`src/rtl/vga_rx_pkg.sv`:
```
// Shared types and helpers for the VGA receive monitor: FSM state type,
// coordinate width, and sync leading-edge detection.
package vga_rx_pkg;

   localparam int COORD_W = 12;
   localparam logic [COORD_W-1:0] COORD_MAX = '1;

   // {previous sample asserted, current sample asserted} pattern of a leading edge
   localparam logic [1:0] EDGE_LEAD = 2'b01;

   typedef enum logic [1:0] {
      ST_SEARCH  = 2'd0,
      ST_MEASURE = 2'd1,
      ST_LOCKED  = 2'd2
   } rx_state_t;

   function automatic logic lead_edge(input logic prev, input logic cur, input logic pol);
      return {prev == pol, cur == pol} == EDGE_LEAD;
   endfunction

   function automatic logic [COORD_W-1:0] sat_inc(input logic [COORD_W-1:0] v, input logic en);
      return (en && (v != COORD_MAX)) ? v + 12'd1 : v;
   endfunction

endpackage

```
`src/rtl/vga_rx_bbox.sv`:
```
// Running bounding box of matching pixels within the current frame.
// A hit on the frame-start cycle already belongs to the new frame.
module vga_rx_bbox
   import vga_rx_pkg::*;
(
   input  logic               pix_clk,
   input  logic               rst_n,
   input  logic               frame_start,
   input  logic               hit,
   input  logic [COORD_W-1:0] x,
   input  logic [COORD_W-1:0] y,
   output logic [COORD_W-1:0] x0,
   output logic [COORD_W-1:0] y0,
   output logic [COORD_W-1:0] x1,
   output logic [COORD_W-1:0] y1,
   output logic               found
);

   logic first_hit;
   assign first_hit = hit && (frame_start || !found);

   // first match of a frame seeds all four edges, later matches widen them
   always_ff @(posedge pix_clk or negedge rst_n) begin
      if (!rst_n) begin
         x0    <= '0;
         y0    <= '0;
         x1    <= '0;
         y1    <= '0;
         found <= 1'b0;
      end else if (first_hit) begin
         x0    <= x;
         y0    <= y;
         x1    <= x;
         y1    <= y;
         found <= 1'b1;
      end else if (hit) begin
         if (x < x0) x0 <= x;
         if (y < y0) y0 <= y;
         if (x > x1) x1 <= x;
         if (y > y1) y1 <= y;
      end else if (frame_start) begin
         found <= 1'b0;
      end
   end

endmodule

```
`src/rtl/vga_rx_monitor.sv`:
```
// VGA receive monitor: measures line/frame timing, tracks the bounding box of
// a chosen colour and locks once timing matches the expected resolution.
// Optional VGA_RX_CHECKSUM_EN adds a per-frame sum of active pixels (frame_sum).
//
// state      | meaning
// -----------+-----------------------------------------------------------
// ST_SEARCH  | waiting for first vsync edge; partial frame discarded
// ST_MEASURE | publishing frames, timing not yet stable/expected
// ST_LOCKED  | active size matches parameters, totals repeat frame to frame
module vga_rx_monitor
   import vga_rx_pkg::*;
#(
   parameter int H_ACTIVE = 1280,
   parameter int V_ACTIVE = 720,
   parameter bit SYNC_POL = 1'b1
) (
   input  logic               pix_clk,
   input  logic               rst_n,
   input  logic [7:0]         pix_R,
   input  logic [7:0]         pix_G,
   input  logic [7:0]         pix_B,
   input  logic               hsync,
   input  logic               vsync,
   input  logic               vid_active,
   input  logic [23:0]        match_color,
   output logic [COORD_W-1:0] meas_h_total,
   output logic [COORD_W-1:0] meas_v_total,
   output logic [COORD_W-1:0] meas_h_active,
   output logic [COORD_W-1:0] meas_v_active,
   output logic [COORD_W-1:0] bbox_x0,
   output logic [COORD_W-1:0] bbox_y0,
   output logic [COORD_W-1:0] bbox_x1,
   output logic [COORD_W-1:0] bbox_y1,
   output logic               bbox_found,
   output logic               frame_done,
   output logic               locked,
   output logic               timing_err
`ifdef VGA_RX_CHECKSUM_EN
   ,
   output logic [31:0]        frame_sum
`endif
);

   localparam logic [COORD_W-1:0] H_ACT_C = COORD_W'(H_ACTIVE);
   localparam logic [COORD_W-1:0] V_ACT_C = COORD_W'(V_ACTIVE);

   rx_state_t          state;
   logic               first_pub;
   logic               hsync_q, vsync_q, va_q;
   logic               hs_edge, vs_edge, act_fall, hit;
   logic [COORD_W-1:0] h_cnt, h_tot_last, v_cnt;
   logic [COORD_W-1:0] x_cnt, y_cnt, h_act_last, cur_x, cur_y;
   logic               width_bad, line_bad;
   logic [COORD_W-1:0] fin_h_total, fin_v_active, fin_h_active;
   logic               fin_act_ok, fin_tot_ok;
   logic [COORD_W-1:0] run_x0, run_y0, run_x1, run_y1;
   logic               run_found;

   assign hs_edge  = lead_edge(hsync_q, hsync, SYNC_POL);
   assign vs_edge  = lead_edge(vsync_q, vsync, SYNC_POL);
   assign act_fall = va_q && !vid_active;
   assign hit      = vid_active && ({pix_R, pix_G, pix_B} == match_color);
   assign cur_x    = hs_edge ? '0 : x_cnt;
   assign cur_y    = vs_edge ? '0 : y_cnt;
   assign line_bad = act_fall && (x_cnt != H_ACT_C);

   // values of the frame that ends on this cycle (a simultaneous hsync edge closes its last line)
   assign fin_h_total  = hs_edge ? h_cnt : h_tot_last;
   assign fin_h_active = act_fall ? x_cnt : h_act_last;
   assign fin_v_active = sat_inc(y_cnt, act_fall);
   assign fin_act_ok   = !(width_bad || line_bad) && (fin_v_active == V_ACT_C);
   assign fin_tot_ok   = (fin_h_total == meas_h_total) && (v_cnt == meas_v_total);

   // sync history, line/frame counters and active-area coordinates
   always_ff @(posedge pix_clk or negedge rst_n) begin
      if (!rst_n) begin
         hsync_q    <= SYNC_POL;
         vsync_q    <= SYNC_POL;
         va_q       <= 1'b0;
         h_cnt      <= '0;
         h_tot_last <= '0;
         v_cnt      <= '0;
         x_cnt      <= '0;
         y_cnt      <= '0;
         h_act_last <= '0;
         width_bad  <= 1'b0;
      end else begin
         hsync_q <= hsync;
         vsync_q <= vsync;
         va_q    <= vid_active;
         h_cnt   <= hs_edge ? 12'd1 : sat_inc(h_cnt, 1'b1);
         if (hs_edge) h_tot_last <= h_cnt;
         if (vs_edge) v_cnt <= {{(COORD_W-1){1'b0}}, hs_edge};
         else         v_cnt <= sat_inc(v_cnt, hs_edge);
         x_cnt <= sat_inc(cur_x, vid_active);
         y_cnt <= vs_edge ? '0 : sat_inc(y_cnt, act_fall);
         if (vs_edge) begin
            h_act_last <= '0;
            width_bad  <= 1'b0;
         end else begin
            if (act_fall) h_act_last <= x_cnt;
            if (line_bad) width_bad  <= 1'b1;
         end
      end
   end

   vga_rx_bbox u_bbox (
      .pix_clk     (pix_clk),
      .rst_n       (rst_n),
      .frame_start (vs_edge),
      .hit         (hit),
      .x           (cur_x),
      .y           (cur_y),
      .x0          (run_x0),
      .y0          (run_y0),
      .x1          (run_x1),
      .y1          (run_y1),
      .found       (run_found)
   );

`ifdef VGA_RX_CHECKSUM_EN
   logic [31:0] sum_acc;
   logic [31:0] pix_add;
   assign pix_add = vid_active ? {8'h00, pix_R, pix_G, pix_B} : 32'd0;

   // per-frame pixel sum; the vsync-edge pixel starts the new frame
   always_ff @(posedge pix_clk or negedge rst_n) begin
      if (!rst_n)       sum_acc <= '0;
      else if (vs_edge) sum_acc <= pix_add;
      else              sum_acc <= sum_acc + pix_add;
   end
`endif

   // frame FSM: publishes the completed frame and decides lock on each vsync edge
   always_ff @(posedge pix_clk or negedge rst_n) begin
      if (!rst_n) begin
         state         <= ST_SEARCH;
         first_pub     <= 1'b0;
         meas_h_total  <= '0;
         meas_v_total  <= '0;
         meas_h_active <= '0;
         meas_v_active <= '0;
         bbox_x0       <= '0;
         bbox_y0       <= '0;
         bbox_x1       <= '0;
         bbox_y1       <= '0;
         bbox_found    <= 1'b0;
         frame_done    <= 1'b0;
         locked        <= 1'b0;
         timing_err    <= 1'b0;
`ifdef VGA_RX_CHECKSUM_EN
         frame_sum     <= '0;
`endif
      end else begin
         frame_done <= 1'b0;
         if (vs_edge) begin
            case (state)
               ST_SEARCH: begin
                  state     <= ST_MEASURE;
                  first_pub <= 1'b1;
               end
               ST_MEASURE, ST_LOCKED: begin
                  meas_h_total  <= fin_h_total;
                  meas_v_total  <= v_cnt;
                  meas_h_active <= fin_h_active;
                  meas_v_active <= fin_v_active;
                  bbox_found    <= run_found;
                  if (run_found) begin
                     bbox_x0 <= run_x0;
                     bbox_y0 <= run_y0;
                     bbox_x1 <= run_x1;
                     bbox_y1 <= run_y1;
                  end
`ifdef VGA_RX_CHECKSUM_EN
                  frame_sum <= sum_acc;
`endif
                  frame_done <= 1'b1;
                  first_pub  <= 1'b0;
                  if (fin_act_ok && fin_tot_ok) begin
                     state  <= ST_LOCKED;
                     locked <= 1'b1;
                  end else begin
                     state  <= ST_MEASURE;
                     locked <= 1'b0;
                  end
                  // the first frame after search may have started mid-line
                  if (!first_pub && !fin_act_ok) timing_err <= 1'b1;
               end
               default: begin
                  state  <= ST_SEARCH;
                  locked <= 1'b0;
               end
            endcase
         end
      end
   end

endmodule
```
`config.mk`:
```
export PLATFORM = sky130hd
export DESIGN_NAME = vga_rx_monitor
export DESIGN_NICKNAME = d
export VERILOG_FILES = /design/src/rtl/vga_rx_pkg.sv /design/src/rtl/vga_rx_bbox.sv /design/src/rtl/vga_rx_monitor.sv
export SDC_FILE = /design/constraint.sdc
export NUM_CORES = 1
export LEC_CHECK = 0
export CAP_MARGIN = 20
export CELL_PAD_IN_SITES_DETAIL_PLACEMENT = 1
export CELL_PAD_IN_SITES_GLOBAL_PLACEMENT = 2
export CORE_ASPECT_RATIO = 0.6
export CORE_MARGIN = 2
export CORE_UTILIZATION = 36
export CTS_CLUSTER_DIAMETER = 30
export DETAILED_ROUTE_END_ITERATION = 10
export PLACE_DENSITY_LB_ADDON = 0.1
export SLEW_MARGIN = 30
export SYNTH_ARGS = -nofsm -noshare
export SYNTH_HDL_FRONTEND = slang
export SYNTH_SLANG_ARGS = --single-unit
```
`constraint.sdc`:
```
create_clock -name pix_clk -period 3.75 [get_ports pix_clk]
set_clock_uncertainty 0.2 [all_clocks]
set_input_delay 0.5625 -clock pix_clk [delete_from_list [all_inputs] [get_ports pix_clk]]
set_output_delay 0.5625 -clock pix_clk [all_outputs]
set_load 0.01 [all_outputs]
```
==> results.md, run 1 <==
* Outcome: complete, no violations
* Hold Path Origin: timing_err$_DFFE_PN0P_
* Critical Path AT at ~3.5 ns
* H-tree depth at 2
* Number of diodes at 0
* Largest net degree at the start of global routing at 80
* Post-Route WL at ~31,000 microns
* FF+latch count, synth at approximately 230
* Die width at 231 microns
* Final hold violations at 0
* Initial antenna violation count at 1
* YS warnings at 0
* Total number of vias at approximately 8,400
* Required @ worst endpoint at between 3 and 4 ns
* Post-Syn Area per Cell at between 10 and 15 sq um
* TritonCTS clock tree: yes
* Crit-path cells: nand2b_1 > buf_12 > and2_0 > ha_1 > a21oi_1 > nor2_1 > a211oi_1 > o21ai_0 > nor3_1 > a21oi_2 > buf_4 > mux2_4
* Global-route wire length before repair at approximately 51,000 microns
* Syn nets at 1,179
* Minimum clock period at roughly 3.3 ns
* Fin nets at 1,369
* Max Cap Violations at 0
* Peak supply drop at 293 uV
* Die Y-Extent at about 140 microns
* Crit end category: flip-flop
* DRC at 0
* Count of final setup violators at 0
* Max Buffers Root-to-Sink at 3
* Initial Util at 0.369
* Worst Hold Class: flip-flop to flip-flop
* DP HPWL at between 20,000 and 25,000 microns
* Core Area at a little over 30,000 sq um
* Post-Syn Area at ~11,000 sq um
* CTS Root Cell: clkbuf_16
* Port bufs at about 150
* Fmax at 305 MHz
* Drt first-iter violations at slightly below 400
* CP Class: flip-flop to flip-flop
* Antenna viol nets, final at 0
* Worst r2r src: hsync_q$_DFF_PN1_
* GRT Overall Usage at 0.199
* Slew headroom at 0.529
* P per Cell Area at around 540 nW/um^2
* RSZ-0062 raised after global routing: false
* Total CTS buffers at 46
* Final Max Tran Viols at 0
* Clock slew at reported path FFs at 0.05 ns
* Post-Synthesis Cells at about 1,100
* Die area at approximately 32,000 sq um
* Setup slack, reg-to-reg at ~0.48 ns
* Vias per std cell at ~4.9
* Crit-path max cell delay at about 0.53 ns
* Overall power at around 0.0081 W
* Layout cell share with drive strength beyond 1 at 0.148
* Seq/Total Area, Yosys at 0.512
* DP Worst Slack at 0.00631 ns
* Post-synth EDFFs at 0
* Total congestion overflow at 0
* Leakage at approximately 6.9 nW
* Yosys cell types at 62
* Worst-Margin Slew at 0.704 ns
* Fin crit share at 0.873
* Predominant post-synthesis flop cell: dfrtp_1
* CP Launch Point: hsync_q$_DFF_PN1_
* Worst hold stages at 1
* Design area at roughly 15,000 sq um
* Num Clock Sinks at about 230
* Async SR Flop Fraction at 1.00
* # IOs at between 150 and 200
* Vias in the first global route at a little over 9,000
* Area delta synth->final at 34.2%
* Post-DP Area at about 13,000 sq um
* Commonest non-fill, non-tap cell in the layout: dfrtp_1
* Crit-path slowest cell: dfstp_2
* Most frequent cells in the layout: dfrtp_1 (226), clkdlybuf4s50_1 (151), nand2_1 (136)
* Gpl congestion at between 0.7 and 0.8
* Crit start category: flip-flop
* Crit Path Max Fanout at 17
* Clk Latency, worst-skew pair at approximately 0.55 ns
* Post-CTS Resized at 0
* WL/cell at between 15 and 20 microns
* Num rows at 49
* Setup TNS at 0 ns
* First-pass DRT Iterations at 4
* Setup WS post-layout at around 0.48 ns
* Reg2Reg Depth at 12
* Hold_ws at about 0.26 ns
-- path summary, 6_finish.rpt --
kind	end
hold / removal	timing_err$_DFFE_PN0P_
hold reg to reg	timing_err$_DFFE_PN0P_
setup / recovery	u_bbox.x1[9]$_DFFE_PN0P_
max in group asynchronous	vsync_q$_DFF_PN1_
setup reg to reg	u_bbox.x1[9]$_DFFE_PN0P_
min in group asynchronous	meas_h_total[3]$_DFFE_PN0P_
-- cells in the mapped netlist (3+ instances only) --
master | instances | area share
nand4_1 | 25 | 0.014
o41ai_1 | 3 | 0.0024
nand2_1 | 138 | 0.046
nor4b_1 | 4 | 0.0031
buf_6 | 5 | 0.0051
nor2b_1 | 9 | 0.0051
and3_1 | 7 | 0.0039
nand2b_1 | 8 | 0.0045
o211ai_1 | 3 | 0.0020
buf_1 | 8 | 0.0027
dfrtp_1 | 226 | 0.51
a211oi_1 | 3 | 0.0020
and2_1 | 15 | 0.0084
or3_1 | 4 | 0.0022
nand3_1 | 16 | 0.0072
xnor2_1 | 33 | 0.026
mux2_2 | 44 | 0.044
and4_1 | 3 | 0.0024
a21oi_1 | 25 | 0.011
a31oi_1 | 3 | 0.0017
and2_0 | 5 | 0.0028
clkbuf_1 | 26 | 0.0088
mux2i_1 | 21 | 0.019
o22ai_1 | 9 | 0.0051
o21ai_0 | 106 | 0.048
xor2_1 | 45 | 0.035
a21o_1 | 3 | 0.0020
inv_1 | 76 | 0.026
nor4_1 | 9 | 0.0051
mux2_4 | 18 | 0.024
nor2_1 | 72 | 0.024
ha_1 | 52 | 0.058
nor3_1 | 13 | 0.0058
-- power breakdown --
| group | internal [W] | switching (W) |
|---|---|---|
| Combinational | 0.000436 | 0.000500 |
| Sequential | 0.00261 | 0.000168 |
| Clock | 0.00296 | 0.00138 |
-- layout make-up --
class,instances,area (sq um)
Clock inverter,23,320
Timing Repair Buffer,184,1840
Tap cell,408,510
Clock buffer,61,1330
Fill cell,3309,15300
Sequential cell,228,5710
Multi-Input combinational cell,727,4950
Inverter,77,289
-- routing by layer --
metal,vias to the layer above,global-route usage,routed length [microns]
li1,4071,-,-
met1,4105,0.296,16100
met2,160,0.294,13300
met3,35,0.0421,1520
met4,0,0.0455,359
met5,-,0,0
-- per-stage QoR --
step,instances,util
after floorplan,1074,-
after global placement,1623,0.440
after detailed placement,1623,0.440
after CTS,1708,0.495
after global routing,1708,0.495
final,1708,0.495
-- kinds of logic after synthesis --
family	after synthesis	synth area share
and+or+nand+nor	338	0.145
DFF	228	0.512
AOI/OAI and AO/OA	176	0.0913
buffers and inverters	119	0.0442
muxes	83	0.0876
xor gates and xnor gates	78	0.0613
adders and majority gates	52	0.0584
-- worst max-delay path: cells and delay by family, from the launching register on --
family,cells,cell delay (ns)
fa+ha+maj,1,0.31
flops,1,0.53
buf+inv,2,0.38
mux,1,0.30
compound gates,4,0.57
simple gates,4,0.85
-- repair_timing --
action / in CTS / in global routing
hold endpoints to repair: 74 / 0
hold buffers: 1 / 0
buffers inserted: 0 / 0
Note: power is estimated with default switching activity, not from simulation.
==> run 2: changes to the inputs <==
--- a/config.mk
+++ b/config.mk
@@ -14,6 +14,7 @@
 export CTS_CLUSTER_DIAMETER = 30
 export DETAILED_ROUTE_END_ITERATION = 10
 export PLACE_DENSITY_LB_ADDON = 0.1
+export RECOVER_POWER = 50
 export SLEW_MARGIN = 30
 export SYNTH_ARGS = -nofsm -noshare
 export SYNTH_HDL_FRONTEND = slang
==> results.md, run 2 (synthesized netlist as in run 1, its figures left out) <==
* Most frequent cells in the layout: dfrtp_1 (226), clkdlybuf4s50_1 (139), nand2_1 (136)
* Post-CTS Resized at 0
* Num Clock Sinks at 228
* Hold Path Origin: timing_err$_DFFE_PN0P_
* Initial antenna violation count at 1
* Hold_ws at around 0.26 ns
* Drt first-iter violations at 415
* Count of final setup violators at 0
* Worst hold stages at 1
* Initial Util at 0.369
* # IOs at ~150
* Worst flop-to-flop path endpoint: state[0]$_DFFE_PN0P_
* Port bufs at 152
* Crit end category: flip-flop
* Global-route wire length before repair at 50,900 microns
* Crit start category: input pin
* CTS Root Cell: clkbuf_16
* RSZ-0062 raised after global routing: false
* Crit Path Max Fanout at 16
* TritonCTS clock tree: yes
* Clk Latency, worst-skew pair at between 0.5 and 0.6 ns
* Total number of vias at 8,404
* Minimum clock period at 3.43 ns
* WL/cell at around 18 microns
* Reg2Reg Depth at 8
* Total CTS buffers at 46
* Final hold violations at 0
* Worst Hold Class: flip-flop to flip-flop
* Clock slew at reported path FFs at about 0.040 ns
* Leakage at just under 7 nW
* Gpl congestion at between 0.7 and 0.8
* Worst r2r src: hsync_q$_DFF_PN1_
* Vias per std cell at 4.92
* Final Max Tran Viols at approximately 80
* Total congestion overflow at 0
* CP Class: input pin to flip-flop
* Die width at between 200 and 250 microns
* Number of diodes at 0
* Num rows at 49
* Outcome: finished, violations left
* Area delta synth->final at 33.6%
* Commonest non-fill, non-tap cell in the layout: dfrtp_1
* P per Cell Area at approximately 540 nW/um^2
* H-tree depth at 2
* Slew headroom at -0.430
* Layout cell share with drive strength beyond 1 at 0.140
* Fin nets at between 1,000 and 1,500
* Critical Path AT at between 3 and 4 ns
* Fin crit share at 0.915
* Core Area at between 30,000 and 40,000 sq um
* First-pass DRT Iterations at 4
* Die area at roughly 32,000 sq um
* Peak supply drop at between 200 and 300 uV
* Hold Path End: timing_err$_DFFE_PN0P_
* Setup slack, reg-to-reg at between 0.3 and 0.4 ns
* Failing checks: max-capacitance violations, max-slew violations
* Fmax at just under 300 MHz
* Post-Route WL at between 30,000 and 40,000 microns
* Max Buffers Root-to-Sink at 3
* Largest net degree at the start of global routing at 80
* Antenna viol nets, final at 0
* Die Y-Extent at around 140 microns
* Worst-Margin Slew at around 2.1 ns
* Vias in the first global route at roughly 9,000
* Required @ worst endpoint at between 3 and 4 ns
* DRC at 0
* DP HPWL at between 20,000 and 25,000 microns
* Setup TNS at 0 ns
* Max Cap Violations at 1
* GRT Overall Usage at 0.199
-- run 2: area by class of cell --
class                      count  area [sq um]
inverter                      77           289
clock buffer                  61          1330
fill                        3313         15300
timing repair buffer         184          1810
multi-input combinational    727          4920
clock inverter                23           320
tap                          408           510
sequential                   228          5710
-- run 2: worst max-delay path by stage --
stage | start | endpoint | cells after the start
global placement | hsync | u_bbox.x1[5]$_DFFE_PN0P_ | 13
CTS | hsync_q$_DFF_PN1_ | u_bbox.x1[9]$_DFFE_PN0P_ | 12
finish | hsync | state[0]$_DFFE_PN0P_ | 9
floorplan | hsync | u_bbox.x1[10]$_DFFE_PN0P_ | 14
detailed placement | hsync | u_bbox.x1[4]$_DFFE_PN0P_ | 13
global route | hsync | u_bbox.x1[9]$_DFFE_PN0P_ | 13
-- run 2: per-layer routing --
layer	vias to the layer above	GRT usage	share of wire
met5	-	0	0
met4	0	0.0455	0.011
met3	35	0.0421	0.048
met2	174	0.294	0.43
met1	4128	0.296	0.51
li1	4067	-	-
-- run 2: power by group --
| part | internal [W] | total [W] | switching, W |
|---|---|---|---|
| clock network | 0.00296 | 0.00434 | 0.00138 |
| registers | 0.00261 | 0.00278 | 0.000167 |
| logic | 0.000430 | 0.000929 | 0.000499 |
| total | 0.00600 | 0.00805 | 0.00204 |
-- run 2: worst max-delay path, stage by stage --
cell	delay (ns)
dlygate4sd3_1	0.59
nand2b_1	0.20
clkbuf_1	0.61
mux2i_1	0.23
o2bb2ai_1	0.17
nor4_1	0.31
o21ai_0	0.31
nand4b_1	0.36
a31o_1	0.29
-- run 2: stage by stage --
stage	utilization	setup slack, ns	instance area (sq um)	cells	power, W
detailed placement	0.440	0.00631	13300	1623	0.00376
finish	0.492	0.320	14900	1708	0.00805
global placement	0.440	0.0685	13300	1623	0.00374
CTS	0.495	0.415	15000	1708	0.00816
global route	0.492	0.172	14900	1708	0.00840
floorplan	-	0.614	11100	1074	0.00327
-- run 2: repair_timing --
item | in CTS | in global routing
hold buffers | 1 | 0
endpoints found under the hold margin | 74 | 0
setup buffers | 0 | 0
